===== config.mk =====
export PLATFORM = sky130hd
export DESIGN_NAME = register_sequencer
export DESIGN_NICKNAME = d
export VERILOG_FILES = /design/src/rtl/seq_pkg.sv /design/src/rtl/sequencer_alu.sv /design/src/rtl/register_sequencer.sv
export SDC_FILE = /design/constraint.sdc
export NUM_CORES = 1
export LEC_CHECK = 0
export ABC_AREA = 1
export CORE_UTILIZATION = 40
export CTS_BUF_LIST = sky130_fd_sc_hd__clkbuf_8
export CTS_CLUSTER_SIZE = 28
export DETAILED_ROUTE_END_ITERATION = 16
export GPL_TIMING_DRIVEN = 0
export PLACE_DENSITY = 0.63
export SKIP_CTS_REPAIR_TIMING = 1
export SLEW_MARGIN = 10
export SYNTH_ARGS = -nofsm -noshare
export SYNTH_HDL_FRONTEND = slang
export SYNTH_SLANG_ARGS = --single-unit
export TNS_END_PERCENT = 10

===== constraint.sdc =====
create_clock -name clock -period 3 [get_ports clock]
set_input_delay 0.45 -clock clock [delete_from_list [all_inputs] [get_ports clock]]
set_output_delay 0.45 -clock clock [all_outputs]
set_load 0.02 [all_outputs]

===== src/rtl/seq_pkg.sv =====
// Shared definitions for the register sequencer: opcodes, FSM states,
// opcode classes and instruction field layout helpers.
package seq_pkg;

   localparam int OPCODE_W = 4;

   localparam logic [OPCODE_W-1:0] OP_NOP = 4'h0;
   localparam logic [OPCODE_W-1:0] OP_LDI = 4'h1;
   localparam logic [OPCODE_W-1:0] OP_MOV = 4'h2;
   localparam logic [OPCODE_W-1:0] OP_ADD = 4'h3;
   localparam logic [OPCODE_W-1:0] OP_SUB = 4'h4;
   localparam logic [OPCODE_W-1:0] OP_AND = 4'h5;
   localparam logic [OPCODE_W-1:0] OP_OR  = 4'h6;
   localparam logic [OPCODE_W-1:0] OP_XOR = 4'h7;
   localparam logic [OPCODE_W-1:0] OP_NOT = 4'h8;
   localparam logic [OPCODE_W-1:0] OP_SHL = 4'h9;
   localparam logic [OPCODE_W-1:0] OP_SHR = 4'hA;
   localparam logic [OPCODE_W-1:0] OP_FIRST_ILLEGAL = 4'hB;

   typedef enum logic [2:0] {
      ST_IDLE = 3'd0,
      ST_RDA  = 3'd1,
      ST_RDB  = 3'd2,
      ST_CAPB = 3'd3,
      ST_WR   = 3'd4
   } seq_state_t;

   typedef enum logic [1:0] {
      CLS_NONE   = 2'd0,
      CLS_LDI    = 2'd1,
      CLS_UNARY  = 2'd2,
      CLS_BINARY = 2'd3
   } op_class_t;

   // Instruction layout, MSB first: opcode | dst | srcA | srcB
   function automatic int opcode_lsb(input int addr_w);
      return 3 * addr_w;
   endfunction

   function automatic int dst_lsb(input int addr_w);
      return 2 * addr_w;
   endfunction

   function automatic int src_a_lsb(input int addr_w);
      return addr_w;
   endfunction

   function automatic int src_b_lsb(input int addr_w);
      return 0 * addr_w;
   endfunction

   function automatic op_class_t classify(input logic [OPCODE_W-1:0] op);
      op_class_t cls;
      case (op)
         OP_LDI:                                 cls = CLS_LDI;
         OP_MOV, OP_NOT, OP_SHL, OP_SHR:         cls = CLS_UNARY;
         OP_ADD, OP_SUB, OP_AND, OP_OR, OP_XOR:  cls = CLS_BINARY;
         default:                                cls = CLS_NONE;
      endcase
      return cls;
   endfunction

endpackage


===== src/rtl/sequencer_alu.sv =====
// Combinational 8-bit ALU for the register sequencer; carry is the
// carry-out, borrow, or shifted-out bit depending on the opcode.
module sequencer_alu
   import seq_pkg::*;
#(
   parameter int DATA_W = 8
) (
   input  logic [OPCODE_W-1:0] opcode,
   input  logic [DATA_W-1:0]   op_a,
   input  logic [DATA_W-1:0]   op_b,
   input  logic [DATA_W-1:0]   imm,
   output logic [DATA_W-1:0]   result,
   output logic                carry
);

   logic [DATA_W:0] sum;
   logic [DATA_W:0] diff;

   assign sum  = {1'b0, op_a} + {1'b0, op_b};
   assign diff = {1'b0, op_a} - {1'b0, op_b};

   // diff[DATA_W] is the borrow, set exactly when op_a < op_b unsigned
   always_comb begin
      result = '0;
      carry  = 1'b0;
      case (opcode)
         OP_LDI: result = imm;
         OP_MOV: result = op_a;
         OP_ADD: begin
            result = sum[DATA_W-1:0];
            carry  = sum[DATA_W];
         end
         OP_SUB: begin
            result = diff[DATA_W-1:0];
            carry  = diff[DATA_W];
         end
         OP_AND: result = op_a & op_b;
         OP_OR:  result = op_a | op_b;
         OP_XOR: result = op_a ^ op_b;
         OP_NOT: result = ~op_a;
         OP_SHL: begin
            result = {op_a[DATA_W-2:0], 1'b0};
            carry  = op_a[DATA_W-1];
         end
         OP_SHR: begin
            result = {1'b0, op_a[DATA_W-1:1]};
            carry  = op_a[0];
         end
         default: begin
            result = '0;
            carry  = 1'b0;
         end
      endcase
   end

endmodule


===== src/rtl/register_sequencer.sv =====
// Three-address instruction sequencer driving a 16x8 register unit:
// fetches operands over the load port, computes, and writes back.
module register_sequencer
   import seq_pkg::*;
#(
   parameter int DATA_W = 8,
   parameter int ADDR_W = 4
) (
   input  logic                           clock,
   input  logic                           reset,
   input  logic [OPCODE_W+3*ADDR_W-1:0]   instr,
   input  logic                           instr_valid,
   output logic                           instr_ready,
   output logic                           reg_load,
   output logic                           reg_store,
   output logic [ADDR_W-1:0]              reg_load_addr,
   output logic [ADDR_W-1:0]              reg_store_addr,
   output logic [DATA_W-1:0]              reg_wdata,
   input  logic [DATA_W-1:0]              reg_rdata,
   output logic                           done,
   output logic                           flag_z,
   output logic                           flag_c,
   output logic                           illegal
);

   seq_state_t          state;
   op_class_t           class_q;
   logic [OPCODE_W-1:0] opcode_q;
   logic [ADDR_W-1:0]   dst_q;
   logic [ADDR_W-1:0]   src_b_q;
   logic [DATA_W-1:0]   op_a_q;
   logic [DATA_W-1:0]   op_b_q;
   logic                wr_carry;

   logic [OPCODE_W-1:0] in_opcode;
   logic [ADDR_W-1:0]   in_dst;
   logic [ADDR_W-1:0]   in_src_a;
   logic [ADDR_W-1:0]   in_src_b;
   logic [DATA_W-1:0]   in_imm;
   op_class_t           in_class;

   assign in_opcode = instr[opcode_lsb(ADDR_W) +: OPCODE_W];
   assign in_dst    = instr[dst_lsb(ADDR_W)    +: ADDR_W];
   assign in_src_a  = instr[src_a_lsb(ADDR_W)  +: ADDR_W];
   assign in_src_b  = instr[src_b_lsb(ADDR_W)  +: ADDR_W];
   assign in_imm    = instr[DATA_W-1:0];
   assign in_class  = classify(in_opcode);

   // Operands arriving this cycle bypass their latches so the result
   // can be registered on the same edge that enters write-back.
   logic [OPCODE_W-1:0] alu_opcode;
   logic [DATA_W-1:0]   alu_a;
   logic [DATA_W-1:0]   alu_b;
   logic [DATA_W-1:0]   alu_result;
   logic                alu_carry;

   assign alu_opcode = (state == ST_IDLE) ? in_opcode : opcode_q;
   assign alu_a      = (state == ST_RDB)  ? reg_rdata : op_a_q;
   assign alu_b      = (state == ST_CAPB) ? reg_rdata : op_b_q;

   sequencer_alu #(
      .DATA_W (DATA_W)
   ) u_alu (
      .opcode (alu_opcode),
      .op_a   (alu_a),
      .op_b   (alu_b),
      .imm    (in_imm),
      .result (alu_result),
      .carry  (alu_carry)
   );

   logic enter_wr;

   always_comb begin
      enter_wr = 1'b0;
      case (state)
         ST_IDLE: enter_wr = instr_valid && (in_class == CLS_LDI);
         ST_RDB:  enter_wr = (class_q == CLS_UNARY);
         ST_CAPB: enter_wr = 1'b1;
         default: enter_wr = 1'b0;
      endcase
   end

   // Strobes, addresses and data default to zero each cycle so they are
   // only non-zero while their strobe is asserted.
   always_ff @(posedge clock) begin
      if (reset) begin
         state          <= ST_IDLE;
         class_q        <= CLS_NONE;
         opcode_q       <= OP_NOP;
         dst_q          <= '0;
         src_b_q        <= '0;
         op_a_q         <= '0;
         op_b_q         <= '0;
         wr_carry       <= 1'b0;
         instr_ready    <= 1'b1;
         reg_load       <= 1'b0;
         reg_store      <= 1'b0;
         reg_load_addr  <= '0;
         reg_store_addr <= '0;
         reg_wdata      <= '0;
         done           <= 1'b0;
         flag_z         <= 1'b0;
         flag_c         <= 1'b0;
         illegal        <= 1'b0;
      end else begin
         reg_load       <= 1'b0;
         reg_load_addr  <= '0;
         reg_store      <= 1'b0;
         reg_store_addr <= '0;
         reg_wdata      <= '0;
         done           <= 1'b0;
         illegal        <= 1'b0;

         case (state)
            ST_IDLE: begin
               if (instr_valid) begin
                  opcode_q <= in_opcode;
                  dst_q    <= in_dst;
                  src_b_q  <= in_src_b;
                  class_q  <= in_class;
                  case (in_class)
                     CLS_BINARY, CLS_UNARY: begin
                        state         <= ST_RDA;
                        instr_ready   <= 1'b0;
                        reg_load      <= 1'b1;
                        reg_load_addr <= in_src_a;
                     end
                     CLS_LDI: begin
                        state       <= ST_WR;
                        instr_ready <= 1'b0;
                     end
                     default: illegal <= (in_opcode >= OP_FIRST_ILLEGAL);
                  endcase
               end
            end
            ST_RDA: begin
               state <= ST_RDB;
               if (class_q == CLS_BINARY) begin
                  reg_load      <= 1'b1;
                  reg_load_addr <= src_b_q;
               end
            end
            ST_RDB: begin
               op_a_q <= reg_rdata;
               state  <= (class_q == CLS_BINARY) ? ST_CAPB : ST_WR;
            end
            ST_CAPB: begin
               op_b_q <= reg_rdata;
               state  <= ST_WR;
            end
            ST_WR: begin
               flag_z      <= (reg_wdata == '0);
               flag_c      <= wr_carry;
               state       <= ST_IDLE;
               instr_ready <= 1'b1;
            end
            default: begin
               state       <= ST_IDLE;
               instr_ready <= 1'b1;
            end
         endcase

         if (enter_wr) begin
            reg_store      <= 1'b1;
            reg_store_addr <= (state == ST_IDLE) ? in_dst : dst_q;
            reg_wdata      <= alu_result;
            wr_carry       <= alu_carry;
            done           <= 1'b1;
         end
      end
   end

endmodule


==> impl_metrics.tcl <==
set metrics [dict create \
    outcome "complete, no violations" \
    arrival_ps 3040 \
    start_util_pct 41.4 \
    slowest_stage "dfxtp_4" \
    whs_ps 472 \
    clk_pin_slew_ps 110 \
    ys_seq_area_share_pct 29.2 \
    crit_path_end_kind "flop" \
    numClockSinks 56 \
    drtIter0Drc 177 \
    relSlewSlack_pct 59.4 \
    worst-path-max-fanout 10 \
    core_area_um2 9280 \
    cts_buffers 5 \
    crit_path_max_incr_delay_ps 390 \
    power_density_nw_per_um2 480 \
    yosys_most_used_dff "dfxtp_1" \
    finClkSkew_ps 4.78 \
    portBuffers 48 \
    fp-row-count 35 \
    period_share_pct 94.2 \
    syn2layout_area_growth_pct 21.2 \
    synthCells 573 \
    cts.root.buffer_cell "clkbuf_8" \
    layout_min_cycle_time_ps 2830 \
    cp_top_family "simple AND/OR/NAND/NOR gates" \
    async_reset_ff_share_pct 0 \
    cts_tree "built" \
    grt_pass1_vias 3505 \
    tightest_slew_ps 609 \
    final_antenna_net_count 0 \
    yosys_warnings 0 \
    antenna_found_initial 0 \
    synth-seq-cells 56 \
    max_freq_mhz 354 \
    path_cells "nor2_2, nand2_4, buf_6, o21ai_2, inv_1, ha_4, inv_1, a21oi_1, nand2_1, nand2_1, nand2_1, nand2_1, nand2_1, xor2_1, nor2_1, nor2_1, nor2_1" \
    grt_pass1_wl_mm 17.5 \
    place.gp.congestion 0.915 \
    syn_area_um2 3840 \
    critical_path_depth 17 \
    crit_type "flop to flop" \
    antennaDiodeCount 0 \
    slew_violations 0 \
    cellLeakagePower_nw 2.08 \
    drive_gt1_share_pct 13.7 \
    holdCritPathClass "flop to flop" \
    place.detailed.hpwl_mm 8.55 \
    fp.dieH_um 100 \
    wl_per_cell_um 14.4 \
    syn_area_per_cell_um2 6.71 \
    cp-startpoint "state[0]" \
    wirelength_mm 10.9 \
    placed_cells 750 \
    syn_nets 625 \
    die_x_um 100 \
    max-cap-violations 0 \
    synth_edf_count 0 \
    ctsHtreeMaxLevel 2 \
    insertion_delay_ps 320 \
    peakVddDrop_mv 0.247 \
    netlist-cell-type-count 39 \
    crit_required_ps 3220 \
    r2r_start "state[0]" \
    final_cells 757 \
    dieArea_um2 10000 \
    dr.pass1.iters 5 \
    r2r_end "reg_wdata[6]" \
    num_vias 3708 \
    viasPerCell 4.90 \
    crit_path_end "reg_wdata[6]" \
    crit_path_frequent_cell "nand2_1" \
    reg2reg_slack_ps 170 \
    worst-r2r-cell-count 17 \
    grt_max_degree 19 \
    start_kind "flop" \
    overflow 0 \
    globalRouteTotalUtil_pct 22.3 \
    clk_path_buf_depth 2 \
    cp.buffers_inverters 3 \
    setup_viol_count_final 0 \
    io_pins 50 \
    nNetsFinal 679 \
    hold_viol 0 \
    drcViolationCount 0 \
]
final cells by class:
class | instances | area (um^2)
clock inverters | 3 | 22.5
clock buffers | 5 | 68.8
multi-input cells | 424 | 2410
repair buffers | 48 | 480
fillers | 975 | 4630
inverters | 80 | 303
flip-flops and latches | 56 | 1130
well taps | 129 | 161
plain buffers | 12 | 78.8
worst min path at each step:
stage | from | end | slack [ps] | cells past startpoint
4_1_cts | dst_q[2] | reg_store_addr[2] | 470 | 2
3_5_place_dp | src_b_q[0] | src_b_q[0] | 460 | 2
2_1_floorplan | opcode_q[0] | opcode_q[0] | 430 | 2
6_report | opcode_q[0] | opcode_q[0] | 470 | 2
5_1_grt | dst_q[1] | reg_store_addr[1] | 490 | 2
3_3_place_gp | opcode_q[0] | opcode_q[0] | 450 | 2
state kept, by name, indices dropped and copies added, names as in the netlist:
signal,count
class_q,2
reg_load,1
src_b_q,4
reg_wdata,8
done,1
wr_carry,1
reg_load_addr,4
op_a_q,8
instr_ready,1
state,3
opcode_q,4
flag_c,1
illegal,1
op_b_q,8
flag_z,1
dst_q,4
reg_store_addr,4
worst reg2reg max path, delay by kind of cell (launching register included):
| kind | cells | cell delay [ps] |
|---|---|---|
| DFF | 1 | 390 |
| buffers and inverters | 3 | 490 |
| adders and majority gates | 1 | 350 |
| and+or+nand+nor | 10 | 950 |
| xor gates and xnor gates | 1 | 150 |
| AOI/OAI and AO/OA | 2 | 420 |
through the flow:
step | power, mW | instance area, um^2 | setup TNS, ps | util, % | setup WS, ps
2_1_floorplan | 1.52 | 3840 | 0 | - | 379
3_3_place_gp | 1.77 | 4480 | -2300 | 48.3 | -595
3_5_place_dp | 1.78 | 4480 | -2340 | 48.3 | -608
4_1_cts | 2.21 | 4580 | -2560 | 49.3 | -631
5_1_grt | 2.38 | 4660 | -33.5 | 50.1 | -17.9
6_report | 2.23 | 4660 | 0 | 50.1 | 174
cells in the mapped netlist (2+ instances only):
library cell,count,area share (%)
nand2_1,146,14
inv_1,68,6.6
dfxtp_1,56,29
nor2_1,56,5.5
nand3_1,51,6.6
a21oi_1,32,4.2
o21ai_0,28,3.6
ha_1,23,7.5
nand2_2,13,2.1
o21ai_1,13,1.7
nand2_4,11,3.2
inv_2,10,0.98
nor2_4,9,2.6
clkbuf_1,8,0.78
nand3b_1,7,1.4
o21ai_2,6,1.4
a21oi_2,5,1.1
nand4_1,4,0.65
buf_2,2,0.26
fa_1,2,1.0
nor2_2,2,0.33
nor3b_1,2,0.39
nor4_1,2,0.33
or2_0,2,0.33
layer usage:
| layer | global-route usage, % | part of all wire [%] |
|---|---|---|
| met2 | 39.3 | 48 |
| met4 | 5.35 | 1.1 |
| met3 | 2.86 | 4.9 |
| met5 | 0 | 0 |
| met1 | 28.8 | 46 |
kinds of logic (layout without fill, tap and decap cells):
kind of cell    count (synthesis)  after routing  synth area share [%]
compound gates                 86             86                  12.4
flops                          56             56                  29.2
fa+ha+maj                      25             25                  8.53
simple gates                  311            311                  39.5
xor+xnor                        2              2                 0.456
buf+inv                        93            148                  9.93
placed cells by master, fill, tap and decap left out, drive strengths merged, types with 3 or more instances in the layout:
master,n
a21oi,37
buf,6
clkbuf,11
clkdlybuf4s50,48
clkinv,3
dfxtp,56
ha,23
inv,80
nand2,171
nand3,51
nand3b,7
nand4,4
nor2,68
o21ai,47
or2,3
report_power, final:
group | total, mW | switching [mW] | internal (mW)
clock network | 0.444 | 0.276 | 0.169
registers | 0.820 | 0.0299 | 0.791
logic | 0.969 | 0.647 | 0.321
Power figures use the tool's default switching activity.
